## config.mk

```make
export PLATFORM = sky130hd
export DESIGN_NAME = ghash_ctrl
export DESIGN_NICKNAME = d
export VERILOG_FILES = /design/src/rtl/ghash_ctrl.sv
export SDC_FILE = /design/constraint.sdc
export NUM_CORES = 1
export LEC_CHECK = 0
export CORE_AREA = 2 2 353 355
export CTS_BUF_LIST = sky130_fd_sc_hd__clkbuf_8
export DETAILED_ROUTE_END_ITERATION = 6
export DIE_AREA = 0 0 355 357
export GPL_ROUTABILITY_DRIVEN = 0
export GPL_TIMING_DRIVEN = 0
export HOLD_SLACK_MARGIN = 0.1
export PLACE_DENSITY = 0.44
export SETUP_SLACK_MARGIN = 0.15
export SYNTH_ARGS = -nofsm -noshare
export SYNTH_HDL_FRONTEND = slang
export SYNTH_SLANG_ARGS = --single-unit
```

## constraint.sdc

```tcl
create_clock -name iClk -period 1.87 [get_ports iClk]
set_clock_uncertainty 0.2 [all_clocks]
set_input_delay 0.2805 -clock iClk [delete_from_list [all_inputs] [get_ports iClk]]
set_output_delay 0.2805 -clock iClk [all_outputs]
set_load 0.02 [all_outputs]
```

## src/rtl/ghash_ctrl.sv

```systemverilog
// GHASH sequencing controller: folds each input block into Y, hands Y^X to the
// bit-serial GF(2^128) multiplier, captures the product and emits T = Y_n ^ E(K,J0).
module ghash_ctrl (
    input  logic         iClk,
    input  logic         iRstn,
    input  logic         iStart,
    input  logic [127:0] iHashkey,
    input  logic [127:0] iEkj0,
    input  logic [127:0] iBlock,
    input  logic         iBlock_valid,
    input  logic         iBlock_last,
    output logic         oBlock_ready,
    output logic [127:0] oMul_ctext,
    output logic [127:0] oMul_hashkey,
    output logic         oMul_valid,
    input  logic [127:0] iMul_result,
    input  logic         iMul_result_valid,
    output logic [127:0] oTag,
    output logic         oTag_valid,
    output logic         oBusy
);

    typedef enum logic [1:0] {
        S_IDLE,
        S_WAIT,
        S_MUL,
        S_DONE
    } state_t;

    state_t       r_state;
    state_t       w_next;
    logic [127:0] r_hashkey;
    logic [127:0] r_mask;
    logic [127:0] r_y;
    logic [127:0] r_ctext;
    logic [127:0] r_tag;
    logic         r_last;

    // NOTE: reset is synchronous, so it is tested inside the clocked branch rather than the sensitivity list.
    always_ff @(posedge iClk) begin
        if (!iRstn) begin
            r_state <= S_IDLE;
        end else begin
            r_state <= w_next;
        end
    end

    // NOTE: w_next gets a default before the case so no path leaves it unassigned (no latch).
    always_comb begin
        w_next = r_state;
        unique case (r_state)
            S_IDLE:  if (iStart)            w_next = S_WAIT;
            S_WAIT:  if (iBlock_valid)      w_next = S_MUL;
            S_MUL:   if (iMul_result_valid) w_next = r_last ? S_DONE : S_WAIT;
            S_DONE:                         w_next = S_IDLE;
            default:                        w_next = S_IDLE;
        endcase
    end

    // NOTE: sequential state uses non-blocking assignments so every register samples pre-edge values.
    always_ff @(posedge iClk) begin
        if (!iRstn) begin
            r_hashkey <= '0;
            r_mask    <= '0;
            r_y       <= '0;
            r_ctext   <= '0;
            r_tag     <= '0;
            r_last    <= 1'b0;
        end else begin
            unique case (r_state)
                S_IDLE: begin
                    if (iStart) begin
                        r_hashkey <= iHashkey;
                        r_mask    <= iEkj0;
                        r_y       <= '0;
                    end
                end
                S_WAIT: begin
                    // Operand is registered so it stays frozen for the whole multiply.
                    if (iBlock_valid) begin
                        r_ctext <= r_y ^ iBlock;
                        r_last  <= iBlock_last;
                    end
                end
                S_MUL: begin
                    if (iMul_result_valid) begin
                        r_y <= iMul_result;
                        if (r_last) begin
                            r_tag <= iMul_result ^ r_mask;
                        end
                    end
                end
                default: ;
            endcase
        end
    end

    // Handshake outputs are pure state decodes; valid drops the cycle after the result pulse.
    always_comb begin
        oBlock_ready = 1'b0;
        oMul_valid   = 1'b0;
        oTag_valid   = 1'b0;
        oBusy        = 1'b1;
        unique case (r_state)
            S_IDLE:  oBusy        = 1'b0;
            S_WAIT:  oBlock_ready = 1'b1;
            S_MUL:   oMul_valid   = 1'b1;
            S_DONE:  oTag_valid   = 1'b1;
            default: oBusy        = 1'b0;
        endcase
    end

    assign oMul_ctext   = r_ctext;
    assign oMul_hashkey = r_hashkey;
    assign oTag         = r_tag;

endmodule

```

==> run_results.csv, run 1 <==
group,metric,value,unit
outcome,status,"finished, violations left",
outcome,violations,"setup timing",
setup_path,endpoint_kind,"primary output",
routing,num_vias,26443,
placement,hpwl,97940,um
worst_hold_path,hold_start,"iRstn",
pwr,power_density,729.9,mW/mm^2
yosys,yosysSeqAreaShare,48.43,%
timing,post-route-period-util,114.2,%
cells_and_area,area_delta_synth_final,91.88,%
clock_network,htreeDepth,3,
yosys,synth.cell_area,0.02658,mm^2
cells_and_area,fin_util,41.46,%
timing,timing.setup.tns,-21.38,ns
setup_path,critPathSlowestCell,"dfxtp_2",
pwr,vdd_drop_max,0.5735,mV
worst_hold_path,hold_depth,4,
floorplan,start_util,21.61,%
clock_network,ctsRootBufferMaster,"clkbuf_8",
timing,fin_crit,2.136,ns
clock_network,cts.path.max_buffers,3,
timing,setup_ws,-0.2664,ns
floorplan,die_h,357,um
setup_path,critPathMaxStageDelay,0.32,ns
yosys,synth_seq_cells,643,
floorplan,floorplan.die_area,0.1267,mm^2
routing,antenna_left,0,
cells_and_area,nNetsFinal,5022,
clock_network,clock_latency,0.78,ns
pwr,p_leak,23.12,nW
setup_path,r2r-start,"r_state[1]",
floorplan,num_rows,129,
clock_network,cts_tree,"built",
setup_path,r2r_cells,9,
cells_and_area,final_layout_size_suffix_gt1_share,32.83,%
floorplan,fp.coreArea,0.1230,mm^2
global_routing,grt_pass1_vias,26856,
timing,max_freq,0.4681,GHz
timing,hold_violations,0,
yosys,synth_cell_types,24,
yosys,avgSynthCellArea,9.488,um^2
global_routing,grt_pass1_wl,186100,um
timing,rsz0062_at_grt,"true",
routing,via_per_inst,4.233,
setup_path,crit_chain,"buf_6 > or2_4 > buf_6",
clock_network,cts_buffers,121,
setup_path,crit_path_frequent_cell,"buf_6",
yosys,yosysTopAreaCell,"dfxtp_1",
routing,drcViolationCount,0,
timing,setup_viol,283,
clock_network,path_clk_slew,0.06,ns
timing,relSlewSlack,43.05,%
global_routing,gr-usage-all-layers,20.09,%
setup_path,worstSetupStartpointType,"register",
yosys,synthCells,2801,
routing,wl_per_cell,22.20,um
timing,tightest_slew,0.8542,ns
placement,io_buffers,904,
setup_path,critical_path_class,"register to primary output",
routing,finalWirelength,138700,um
timing,whs,0.1975,ns
yosys,yosysWarnings,0,
routing,dr.pass1.iters,5,
setup_path,required,1.39,ns
setup_path,worstReg2RegEnd,"oMul_ctext[98]",
setup_path,critPathMaxFanout,5,
setup_path,r2r_slack,-0.19,ns
yosys,synth_top_area_share,48.43,%
worst_hold_path,whs_endpoint,"r_mask[13]",
setup_path,worst-endpoint-arrival,1.66,ns
worst_hold_path,hp-class,"primary input to register",
global_routing,antenna_found_initial,21,
yosys,yosys-top-cells-area,"dfxtp_1, nand2_1, o211a_1",
yosys,syn_nets,3319,
routing,drt_iter0_markers,1070,
timing,drv_slew,0,
floorplan,die_x,355,um
global_routing,overflow,0,
floorplan,io_pins,906,
global_routing,grt_start_max_net_pins,18,
flow_run,drv_cap,0,
clock_network,clock_sinks,643,
==> cells in the mapped netlist, drive strengths merged <==
master and number:
nor2b 4, buf 152, dfxtp 643, and3b 2, xnor2 256, clkbuf 65, a21o 1, nand2b 3
a21boi 257, mux2i 130, and4b 1, or2 1, or3b 1, o211a 256, nand2 1025, nor3b 1
nor2 1, a21oi 1, and2 1
==> metrics by stage <==
stage	total power, W	std cells	setup slack [ns]	cell area [um^2]
after CTS	0.03666	6145	-0.3960	48050
after global placement	0.02057	5342	-0.9227	37670
after global routing	0.03880	6243	-0.3637	50990
after detailed placement	0.02058	5342	-0.9308	37670
final	0.03722	6247	-0.2664	51000
after floorplan	0.01755	2801	0.3512	26580
==> state kept, by name, summed over array words and instances, names as in the netlist <==
signal and count:
oMul_hashkey 128, r_last 1, r_y 128, r_state 2, oTag 128, oMul_ctext 128
r_mask 128
==> layout by cell type, fill, tap and decap left out, types with 2 or more instances in the layout <==
master	instances
buf_6	430
a21boi_2	27
nor2b_1	2
clkbuf_4	2
buf_16	29
nand2_2	158
mux2i_1	129
nand2b_1	3
buf_4	52
nand2_1	806
clkbuf_1	62
a21boi_0	8
o211a_1	256
bufbuf_16	2
and3b_2	2
inv_12	2
clkbuf_2	3
clkinv_2	11
buf_12	72
clkinv_8	2
nand2_4	60
clkbuf_16	51
dfxtp_4	12
dlygate4sd3_1	516
clkdlybuf4s50_1	516
bufinv_16	2
clkbuf_8	147
diode_2	14
dfxtp_2	374
inv_1	51
a21boi_1	222
buf_2	21
dfxtp_1	257
xnor2_1	256
buf_8	41
==> worst max-delay path, delay by kind of cell, from the launching register on <==
family / cells / cell delay [ns]
AND/OR/NAND/NOR: 1 / 0.30
flip-flops: 1 / 0.32
buffers and inverters: 2 / 0.27
==> worst max path at each step <==
stage | to | from | slack (ns)
detailed placement | r_mask[85] | iStart | -0.93
finish | oBusy | r_state[1] | -0.27
floorplan | oTag[100] | r_state[1] | 0.35
global placement | r_mask[85] | iStart | -0.92
CTS | oBusy | r_state[0] | -0.40
global route | oBusy | r_state[1] | -0.36
==> power breakdown <==
part | switching, W | internal (W)
clock network | 0.00658 | 0.00734
logic | 0.00359 | 0.00486
registers | 0.000475 | 0.0144
==> final cells by class <==
| class | instances | area, um^2 |
|---|---|---|
| Antenna cell | 14 | 35.03 |
| Buffer | 216 | 2431 |
| Fill cell | 12280 | 72000 |
| Clock inverter | 68 | 371.6 |
| Multi-Input combinational cell | 1941 | 13010 |
| Timing Repair Buffer | 1581 | 17700 |
| Sequential cell | 643 | 13390 |
| Tap cell | 1637 | 2048 |
| Clock buffer | 147 | 2023 |
==> repair_timing <==
item | 4_1_cts | 5_1_grt
setup buffers | 47 | 37
gates cloned | 25 | 52
setup endpoints to repair | 999 | 1009
hold endpoints to repair | 605 | 0
hold buffers | 516 | 0
resized for setup | 3080 | 337
pin swaps | 16 | 81
==> metal layers <==
metal / wire length, um / global-route usage (%) / vias up
met5: 87 / 0 / -
met2: 67120 / 34.88 / 864
met1: 58540 / 24.15 / 12605
met4: 4647 / 6.856 / 16
met3: 8314 / 4.883 / 215
li1: - / - / 12743
==> cell families after synthesis <==
group	synth area share, %
muxes	4.896
AOI/OAI and AO/OA	16.95
xor gates and xnor gates	8.437
DFF	48.43
buffers and inverters	6.389
and+or+nand+nor	14.90
Note: power is estimated with default switching activity, not from simulation.
==> inputs of run 2 (changes only) <==
--- a/config.mk
+++ b/config.mk
@@ -7,6 +7,7 @@
 export LEC_CHECK = 0
 export CORE_AREA = 2 2 353 355
 export CTS_BUF_LIST = sky130_fd_sc_hd__clkbuf_8
+export CTS_CLUSTER_SIZE = 8
 export DETAILED_ROUTE_END_ITERATION = 6
 export DIE_AREA = 0 0 355 357
 export GPL_ROUTABILITY_DRIVEN = 0
==> results of run 2 <==
The final DEF is identical to that of run 1; final timing and power are the same.
